===== config.mk =====
export PLATFORM = sky130hd
export DESIGN_NAME = ddr_read_arbiter
export DESIGN_NICKNAME = d
export VERILOG_FILES = /design/src/rtl/ddr_arb_pkg.sv /design/src/rtl/arb_tag_fifo.sv /design/src/rtl/ddr_read_arbiter.sv
export SDC_FILE = /design/constraint.sdc
export NUM_CORES = 1
export LEC_CHECK = 0
export ABC_AREA = 1
export CAP_MARGIN = 20
export CORE_MARGIN = 4
export CORE_UTILIZATION = 31
export CTS_CLUSTER_DIAMETER = 30
export DETAILED_ROUTE_END_ITERATION = 12
export HOLD_SLACK_MARGIN = 0.08
export SETUP_SLACK_MARGIN = 0.1
export SLEW_MARGIN = 30
export SYNTH_ARGS = -nofsm -noshare
export SYNTH_HDL_FRONTEND = slang
export SYNTH_SLANG_ARGS = --single-unit

===== constraint.sdc =====
create_clock -name clk -period 4.4 [get_ports clk]
set_input_delay 0.88 -clock clk [delete_from_list [all_inputs] [get_ports clk]]
set_output_delay 0.88 -clock clk [all_outputs]
set_load 0.03 [all_outputs]

===== src/rtl/ddr_arb_pkg.sv =====
`default_nettype none
// ============================================================================
// Module   : ddr_arb_pkg
// Purpose  : Shared constants and FSM encoding for the DDR read arbiter.
// Revision : 1.0  initial release
// ============================================================================
package ddr_arb_pkg;
    localparam int NUM_REQ                 = 2;
    localparam int TAG_W                   = 1;
    localparam int MAX_OUTSTANDING_DEFAULT = 4;

    typedef enum logic [0:0] {
        IDLE  = 1'b0,
        ISSUE = 1'b1
    } arb_state_t;
endpackage
`default_nettype wire


===== src/rtl/arb_tag_fifo.sv =====
`default_nettype none
// ============================================================================
// Module   : arb_tag_fifo
// Purpose  : Requester-tag FIFO; remembers who owns each outstanding DDR read.
// Revision : 1.0  initial release
// ============================================================================
module arb_tag_fifo #(
    parameter int DEPTH = 4,
    parameter int WIDTH = 1
) (
    input  logic                       clk,
    input  logic                       reset,
    input  logic                       push,
    input  logic [WIDTH-1:0]           push_data,
    input  logic                       pop,
    output logic [WIDTH-1:0]           pop_data,
    output logic [$clog2(DEPTH+1)-1:0] count,
    output logic                       empty,
    output logic                       full
);
    localparam int PTR_W = (DEPTH > 1) ? $clog2(DEPTH) : 1;
    localparam int CNT_W = $clog2(DEPTH + 1);

    logic [WIDTH-1:0] mem [DEPTH];
    logic [PTR_W-1:0] wr_ptr;
    logic [PTR_W-1:0] rd_ptr;
    logic             do_push;
    logic             do_pop;

    // Pointers wrap at DEPTH, which need not be a power of two.
    function automatic logic [PTR_W-1:0] ptr_inc(input logic [PTR_W-1:0] p);
        return (p == PTR_W'(DEPTH - 1)) ? '0 : p + 1'b1;
    endfunction

    assign do_push  = push && !full;
    assign do_pop   = pop && !empty;
    assign empty    = (count == '0);
    assign full     = (count == CNT_W'(DEPTH));
    assign pop_data = mem[rd_ptr];

    always_ff @(posedge clk) begin
        if (do_push) begin
            mem[wr_ptr] <= push_data;
        end
    end

    always_ff @(posedge clk) begin
        if (reset) begin
            wr_ptr <= '0;
            rd_ptr <= '0;
            count  <= '0;
        end else begin
            if (do_push) begin
                wr_ptr <= ptr_inc(wr_ptr);
            end
            if (do_pop) begin
                rd_ptr <= ptr_inc(rd_ptr);
            end
            case ({do_push, do_pop})
                2'b10:   count <= count + 1'b1;
                2'b01:   count <= count - 1'b1;
                default: count <= count;
            endcase
        end
    end
endmodule
`default_nettype wire


===== src/rtl/ddr_read_arbiter.sv =====
`default_nettype none
// ============================================================================
// Module   : ddr_read_arbiter
// Purpose  : Round-robin arbiter sharing one pipelined DDR read port between
//            two requesters, with in-order tagged return routing.
// Revision : 1.0  initial release
// ============================================================================
module ddr_read_arbiter
    import ddr_arb_pkg::*;
#(
    parameter int MAX_OUTSTANDING = MAX_OUTSTANDING_DEFAULT,
    parameter int ADDR_W          = 16,
    parameter int DATA_W          = 16
) (
    input  logic              clk,
    input  logic              reset,
    input  logic              r0_read,
    input  logic [ADDR_W-1:0] r0_addr,
    output logic              r0_waitrequest,
    output logic [DATA_W-1:0] r0_readdata,
    output logic              r0_readdatavalid,
    input  logic              r1_read,
    input  logic [ADDR_W-1:0] r1_addr,
    output logic              r1_waitrequest,
    output logic [DATA_W-1:0] r1_readdata,
    output logic              r1_readdatavalid,
    output logic [ADDR_W-1:0] ddr_addr,
    output logic              ddr_read,
    input  logic              ddr_waitrequest,
    input  logic [DATA_W-1:0] ddr_readdata,
    input  logic              ddr_readdatavalid,
    output logic [2:0]        outstanding,
    output logic              err_unexpected
);
    localparam int CNT_W = $clog2(MAX_OUTSTANDING + 1);

    arb_state_t        state;
    arb_state_t        state_next;
    logic [ADDR_W-1:0] cmd_addr;
    logic [ADDR_W-1:0] cmd_addr_next;
    logic [TAG_W-1:0]  cmd_id;
    logic [TAG_W-1:0]  cmd_id_next;
    logic [TAG_W-1:0]  last_grant;
    logic [TAG_W-1:0]  last_grant_next;
    logic [TAG_W-1:0]  grant_id;
    logic              accept;

    logic              tag_push;
    logic              tag_pop;
    logic [TAG_W-1:0]  pop_tag;
    logic [CNT_W-1:0]  tag_count;
    logic              tag_empty;
    logic              tag_full;

    // Contention goes to whoever was not served last; a lone requester wins outright.
    always_comb begin
        if (r0_read && r1_read) begin
            grant_id = ~last_grant;
        end else if (r0_read) begin
            grant_id = TAG_W'(0);
        end else begin
            grant_id = TAG_W'(1);
        end
    end

    always_ff @(posedge clk) begin
        if (reset) begin
            state      <= IDLE;
            cmd_addr   <= '0;
            cmd_id     <= '0;
            last_grant <= TAG_W'(1);
        end else begin
            state      <= state_next;
            cmd_addr   <= cmd_addr_next;
            cmd_id     <= cmd_id_next;
            last_grant <= last_grant_next;
        end
    end

    always_comb begin
        state_next      = state;
        cmd_addr_next   = cmd_addr;
        cmd_id_next     = cmd_id;
        last_grant_next = last_grant;
        accept          = 1'b0;
        case (state)
            IDLE: begin
                // Registered count: a return in this same cycle frees a slot only next cycle.
                if ((r0_read || r1_read) && !tag_full) begin
                    cmd_id_next   = grant_id;
                    cmd_addr_next = (grant_id == TAG_W'(0)) ? r0_addr : r1_addr;
                    state_next    = ISSUE;
                end
            end
            ISSUE: begin
                if (!ddr_waitrequest) begin
                    accept          = 1'b1;
                    last_grant_next = cmd_id;
                    state_next      = IDLE;
                end
            end
            default: state_next = IDLE;
        endcase
    end

    assign ddr_read       = (state == ISSUE) && !reset;
    assign ddr_addr       = cmd_addr;
    assign tag_push       = accept && !reset;
    assign r0_waitrequest = !(tag_push && (cmd_id == TAG_W'(0)));
    assign r1_waitrequest = !(tag_push && (cmd_id == TAG_W'(1)));
    assign tag_pop        = ddr_readdatavalid && !tag_empty;
    assign outstanding    = 3'(tag_count);

    arb_tag_fifo #(
        .DEPTH (MAX_OUTSTANDING),
        .WIDTH (TAG_W)
    ) u_tag_fifo (
        .clk       (clk),
        .reset     (reset),
        .push      (tag_push),
        .push_data (cmd_id),
        .pop       (tag_pop),
        .pop_data  (pop_tag),
        .count     (tag_count),
        .empty     (tag_empty),
        .full      (tag_full)
    );

    always_ff @(posedge clk) begin
        if (reset) begin
            r0_readdata      <= '0;
            r1_readdata      <= '0;
            r0_readdatavalid <= 1'b0;
            r1_readdatavalid <= 1'b0;
            err_unexpected   <= 1'b0;
        end else begin
            r0_readdatavalid <= tag_pop && (pop_tag == TAG_W'(0));
            r1_readdatavalid <= tag_pop && (pop_tag == TAG_W'(1));
            if (tag_pop && (pop_tag == TAG_W'(0))) begin
                r0_readdata <= ddr_readdata;
            end
            if (tag_pop && (pop_tag == TAG_W'(1))) begin
                r1_readdata <= ddr_readdata;
            end
            if (ddr_readdatavalid && tag_empty) begin
                err_unexpected <= 1'b1;
            end
        end
    end
endmodule
`default_nettype wire


==> metrics.md, run 1 <==
| Metric | Value |
|---|---|
| Root buf cell | `clkbuf_8` |
| Fin. Hold Viols | `0` |
| Clock latency on the worst-skew pair | `340 ps` |
| Largest area contributor in the netlist | `dfxtp_1` |
| Initial antenna violation count | `0` |
| # IOs | `111` |
| Chip width | `109 um` |
| Power per cell area | `587 nW/um^2` |
| Hold Slack | `452 ps` |
| FP Rows | `36` |
| Synth Area per Inst | `6.95 sq um` |
| Antenna Violating Nets Remaining | `0` |
| WL per Instance | `11.2 um` |
| Max-slew violations | `0` |
| Tot GR Track Use | `13.5%` |
| Status | `finished clean` |
| Clock network power share | `21.1%` |
| #FFs+latches synth | `67` |
| Setup violators final | `0` |
| Crit path required time | `3520 ps` |
| Syn Std Cell Area | `3160 sq um` |
| Switching Power | `0.00109 W` |
| Unrepaired setup endpoints after global routing | `false` |
| P_int | `0.00156 W` |
| DIE AREA | `11900 sq um` |
| Dpl hpwl | `5700 um` |
| Clock sinks | `67` |
| Arrival @ worst endpoint | `2420 ps` |
| Reg2reg setup slack | `2390 ps` |
| Sequential share of power | `32.8%` |
| Count of TritonRoute iterations in the first routing pass | `4` |
| Clock slew at the register clock pins of the worst setup and hold paths | `70 ps` |
| Number of remaining DRC errors | `0` |
| Setup TNS | `0 ps` |
| Placeable Area | `9860 sq um` |
| Total gr overflow | `0` |
| Max-cap violations | `0` |
| CTS tree | `built` |
| Detailed Route Iter0 Violations | `49` |
| Ys async rst share | `0%` |
| Final WL | `7760 um` |
| Sw Ratio | `41.1%` |
| Largest net degree at the start of global routing | `51` |
| Gpl congestion | `0.753` |
| Worst Skew | `12.3 ps` |
| Final Cell Area | `4510 sq um` |
| Post-synth top cells | `99 x nand2_1, 87 x nor2_1, 69 x inv_1` |
| Max VDD drop | `0.171 mV` |
| Crit share post-route | `75.1%` |
| Slack of the critical path | `1100 ps` |
| Comb pwr share | `46.1%` |
| WS Path Type | `primary input to output pin` |
| Syn nets | `515` |
| Post-CTS Resized | `0` |
| Pleak | `1.99 nW` |
| DR vias/cell | `4.28` |
| Post-CTS Setup Bufs | `0` |
| Hold_buf cts | `0` |
| Minimum clock period | `3300 ps` |
| Ys flop type | `dfxtp_1` |
| Via count | `2968` |
| Worst slew pin tran | `637 ps` |
| Synth top area share | `40.0%` |
| Setup WS pre-CTS | `1100 ps` |
| Starting Density | `32.0%` |
| Share of layout cells above drive strength 1 | `6.25%` |
| Vias in the first global route | `2810` |
| Port buffer count | `110` |
| CTS buffer count | `9` |
| Critical Path Start Type | `primary input` |
| Synth-to-Final Area Change | `43.0%` |
| CTS H-tree lvls | `3` |
| Crit. End Element | `output pin` |
| F_max | `0.303 GHz` |
| Register area share after synthesis | `43.8%` |
| Unique cell type count in the Yosys netlist | `25` |
| Overall Power | `0.00265 W` |
| Mapped Cells | `454` |
| Die boundary height | `109 um` |
| Worst min path class | `register to register` |
| Main area contributors after synthesis | `dfxtp_1 40%, nand2_1 12%, nor2_1 10%` |
| Crit Path Max Fanout | `8` |
| Clock Tree Buf Depth | `2` |
| Antenna diode count | `0` |
| Dpl cell area | `4280 sq um` |
| Most frequent cell after synthesis | `nand2_1` |
| First-pass GRT wire length | `12700 um` |
| Relative slew margins | `57.4%` |
| EDFF count, synth | `4` |
| Number of synthesis warnings | `0` |
| # nets final | `616` |
cells in the final DEF (no fill, tap or decap), drive strengths merged:
master and n:
clkinv 2, a21oi 22, nand2 102, nor3 2, edfxtp 4, o31a 1, inv 70, o211ai 1
nor2 96, buf 3, fa 1, clkinvlp 1, bufinv 1, clkbuf 13, clkdlybuf4s50 110, ha 6
o21ai 25, nand3 37, dfxtp 63
kinds of logic (layout without fill, tap and decap cells):
family | Yosys count | after routing | share of synthesized area (%)
buffers and inverters | 94 | 200 | 13.6
AO/OA/AOI/OAI | 49 | 49 | 8.25
flip-flops | 67 | 67 | 43.8
adder cells (fa/ha/maj) | 7 | 7 | 3.01
AND/OR/NAND/NOR | 237 | 237 | 31.3
path summary, 6_finish.rpt:
path | cells past startpoint | endpoint | from
max | 4 | r0_waitrequest | reset
min | 2 | err_unexpected$_SDFFE_PP0P_ | err_unexpected$_SDFFE_PP0P_
max reg2reg | 10 | u_tag_fifo.count[2]$_SDFFE_PP0P_ | u_tag_fifo.count[0]$_SDFFE_PP0P_
min reg2reg | 2 | err_unexpected$_SDFFE_PP0P_ | err_unexpected$_SDFFE_PP0P_
worst max-delay path: stages:
cell	delay (ps)
clkdlybuf4s50_1	670
nor2_2	110
nand2_1	90
clkdlybuf4s50_1	670
state kept, by name, summed over array words and instances (netlist names), named ones only:
signal,cells
r1_readdata,16
state,1
u_tag_fifo.wr_ptr,2
r1_readdatavalid,1
u_tag_fifo.rd_ptr,2
u_tag_fifo.mem,4
last_grant,1
u_tag_fifo.count,3
r0_readdatavalid,1
err_unexpected,1
ddr_addr,16
cmd_id,1
r0_readdata,16
metrics by stage:
| step | instances | utilization (%) |
|---|---|---|
| CTS | 693 | 45.7 |
| detailed placement | 677 | 43.4 |
| global placement | 677 | 43.4 |
| finish | 693 | 45.7 |
| global route | 693 | 45.7 |
| floorplan | 454 | - |
layer usage:
layer	part of all wire (%)	vias to the layer above	global-route usage [%]
met5	0	-	0
met4	0.94	0	5.05
met3	10	7	5.57
met2	47	82	22.1
met1	42	1298	15.8
li1	-	1581	-
power by group through the flow:
stage / sequential, W / combinational (W) / clock (W)
final: 0.000867 / 0.00122 / 0.000560
after global routing: 0.000891 / 0.00135 / 0.000606
after CTS: 0.000871 / 0.00124 / 0.000580
after detailed placement: 0.000882 / 0.00124 / 0
after global placement: 0.000877 / 0.00123 / 0
after floorplan: 0.00113 / 0.000597 / 0
area by class of cell:
cell class                      instances  area [sq um]
Clock buffer                           13           180
Clock inverter                          3          42.5
Fill cell                            1025          5350
Inverter                               71           267
Multi-Input combinational cell        293          1350
Sequential cell                        67          1380
Tap cell                              133           166
Timing Repair Buffer                  113          1120
No activity file was read; power rests on OpenSTA's default activity.
==> run 2: changes to the inputs <==
==> constraint.sdc (replaced) <==
create_clock -name clk -period 3.05 [get_ports clk]
set_input_delay 0.61 -clock clk [delete_from_list [all_inputs] [get_ports clk]]
set_output_delay 0.61 -clock clk [all_outputs]
set_load 0.03 [all_outputs]
==> run 2 against run 1 <==
Compared with the run above:
- cell area increased by 0.30%
- register-to-register slack got worse by 1400 ps
- sequential cell count unchanged
- clock skew decreased by 2.7 ps
- die area unchanged
- combinational power increased by 45%
- non-clock buffer count increased by 3
- wire length increased by 2.0%
==> metrics.md, run 2 (synthesized netlist as in run 1, its figures left out) <==
| Metric | Value |
|---|---|
| FP Rows | `36 (unchanged)` |
| Tot GR Track Use | `13.7% (was 13.5%)` |
| Met3 Use GR | `6.34% (was 5.57%)` |
| Worst min path class | `register to register (unchanged)` |
| CTS tree | `built (unchanged)` |
| Setup WS pre-CTS | `381 ps (was 1100 ps)` |
| Crit share post-route | `85.9%` |
| Critical Path Start Type | `primary input (unchanged)` |
| Minimum clock period | `2620 ps` |
| Initial antenna violation count | `0 (unchanged)` |
| Port buffer count | `110 (unchanged)` |
| Post-CTS Setup Bufs | `0 (unchanged)` |
| Placeable Area | `9860 sq um (unchanged)` |
| Crit. End Element | `output pin (unchanged)` |
| Fin. Hold Viols | `0 (unchanged)` |
| Relative slew margins | `67.6% (was 57.4%)` |
| Clock slew at the register clock pins of the worst setup and hold paths | `80 ps (was 70 ps)` |
| Met2 usage | `22.9% (was 22.1%)` |
| Post-CTS Resized | `0 (unchanged)` |
| Slowest CP cell | `clkdlybuf4s50_1 (unchanged)` |
| Starting Density | `32.0% (unchanged)` |
| Clock Tree Buf Depth | `2 (unchanged)` |
| Final WL | `7910 um (was 7760 um)` |
| Chip width | `109 um (unchanged)` |
| Dpl cell area | `4300 sq um (was 4280 sq um)` |
| Fill count | `1016 (was 1025)` |
| CTS H-tree lvls | `3 (unchanged)` |
| DR vias/cell | `4.29 (was 4.28)` |
| # IOs | `111 (unchanged)` |
| Max-slew violations | `0 (unchanged)` |
| WL per Instance | `11.4 um (was 11.2 um)` |
| Number of remaining DRC errors | `0 (unchanged)` |
| Worst Skew | `9.56 ps (was 12.3 ps)` |
| CTS buffer count | `9 (unchanged)` |
| Hold_buf cts | `0 (unchanged)` |
| WS Path Type | `primary input to output pin (unchanged)` |
| Clock latency on the worst-skew pair | `340 ps (about the same)` |
| Largest net degree at the start of global routing | `51 (unchanged)` |
| # nets final | `619 (was 616)` |
| Count of TritonRoute iterations in the first routing pass | `4 (unchanged)` |
| Gpl congestion | `0.725 (was 0.753)` |
| Setup TNS | `0 ps (unchanged)` |
| Crit path required time | `2440 ps (was 3520 ps)` |
| Antenna Violating Nets Remaining | `0 (unchanged)` |
| Total gr overflow | `0 (unchanged)` |
| Antenna diode count | `0 (unchanged)` |
| Crit Path Max Fanout | `4 (was 8)` |
| Most Crowded Layer GR | `met2 (unchanged)` |
| Worst slew pin tran | `486 ps (was 637 ps)` |
| Setup violators final | `0 (unchanged)` |
| Worst path cell trace | `clkdlybuf4s50_1, inv_1, nand2_1, nor2_2, nand2_1, clkdlybuf4s50_1 (was clkdlybuf4s50_1, nor2_2, nand2_1, clkdlybuf4s50_1)` |
| Slack of the critical path | `431 ps (was 1100 ps)` |
| Clock sinks | `67 (unchanged)` |
| Met1 Track Usage GR | `15.5% (was 15.8%)` |
| Die boundary height | `109 um (unchanged)` |
| Root buf cell | `clkbuf_8 (unchanged)` |
| Via count | `2984 (was 2968)` |
| Layout Utilization | `45.9% (was 45.7%)` |
| Share of layout cells above drive strength 1 | `6.93% (was 6.25%)` |
| Power per cell area | `845 nW/um^2 (was 587 nW/um^2)` |
| Most frequent cells in the layout | `110 x clkdlybuf4s50_1, 99 x nand2_1, 87 x nor2_1, 68 x inv_1, 63 x dfxtp_1 (unchanged)` |
| Pleak | `2.00 nW (was 1.99 nW)` |
| Vias in the first global route | `2876 (was 2810)` |
| Max VDD drop | `0.275 mV (was 0.171 mV)` |
| F_max | `0.382 GHz` |
| Synth-to-Final Area Change | `43.4% (was 43.0%)` |
| DIE AREA | `11900 sq um (unchanged)` |
| Max-cap violations | `0 (unchanged)` |
| Commonest non-fill, non-tap cell in the layout | `clkdlybuf4s50_1 (unchanged)` |
| Final Cell Area | `4530 sq um (was 4510 sq um)` |
| Worst path max stage delay | `670 ps (about the same)` |
| Detailed Route Iter0 Violations | `72 (was 49)` |
| First-pass GRT wire length | `12900 um (was 12700 um)` |
| Dpl hpwl | `5830 um (was 5700 um)` |
| Arrival @ worst endpoint | `2010 ps (was 2420 ps)` |
| Unrepaired setup endpoints after global routing | `false (unchanged)` |
| Status | `finished clean (unchanged)` |
-- run 2: changes by cell type in the layout (fill, tap and decap cells not counted), sizes merged --
| cell | before | now |
|---|---|---|
| buf | 3 | 6 |
| clkbuf | 13 | 11 |
| clkinv | 2 | 3 |
| clkinvlp | 1 | 2 |
-- run 2: where the power goes --
| group | switching (W) | internal (W) |
|---|---|---|
| clock | 0.000356 | 0.000449 |
| sequential | 0.000139 | 0.00112 |
| combinational | 0.00110 | 0.000666 |
-- run 2: cell type report --
| type | count | area, sq um | share of cell area, % |
|---|---|---|---|
| clock buffers | 11 | 163 | 3.59 |
| clock inverters | 5 | 58.8 | 1.30 |
| inverters | 71 | 267 | 5.89 |
| multi-input cells | 293 | 1340 | 29.7 |
| flip-flops and latches | 67 | 1380 | 30.5 |
| well taps | 133 | 166 | 3.68 |
| repair buffers | 116 | 1150 | 25.3 |
-- run 2: worst max-delay path: cells and delay by family --
| family | cells | cell delay [ps] |
|---|---|---|
| buf+inv | 3 | 1190 |
| simple gates | 3 | 200 |
-- run 2: layer usage --
layer	share of wire [%]	wire [um]
met1	43	3380
met2	45	3590
met3	10	799
met4	1.8	146
met5	0	0
-- run 2: worst paths after layout --
path,from,endpoint,slack [ps],cells after the start
max reg2reg,u_tag_fifo.count[0]$_SDFFE_PP0P_,u_tag_fifo.count[2]$_SDFFE_PP0P_,990,10
max,ddr_waitrequest,r0_waitrequest,430,6
min,err_unexpected$_SDFFE_PP0P_,err_unexpected$_SDFFE_PP0P_,460,2
min reg2reg,err_unexpected$_SDFFE_PP0P_,err_unexpected$_SDFFE_PP0P_,460,2
-- run 2: per-stage QoR --
| stage | hold WS [ps] | power [W] | std cells |
|---|---|---|---|
| 2_1_floorplan | 477 | 0.00250 | 454 |
| 4_1_cts | 467 | 0.00387 | 696 |
| 3_5_place_dp | 453 | 0.00306 | 680 |
| 6_report | 463 | 0.00382 | 696 |
| 3_3_place_gp | 439 | 0.00303 | 680 |
| 5_1_grt | 484 | 0.00410 | 696 |
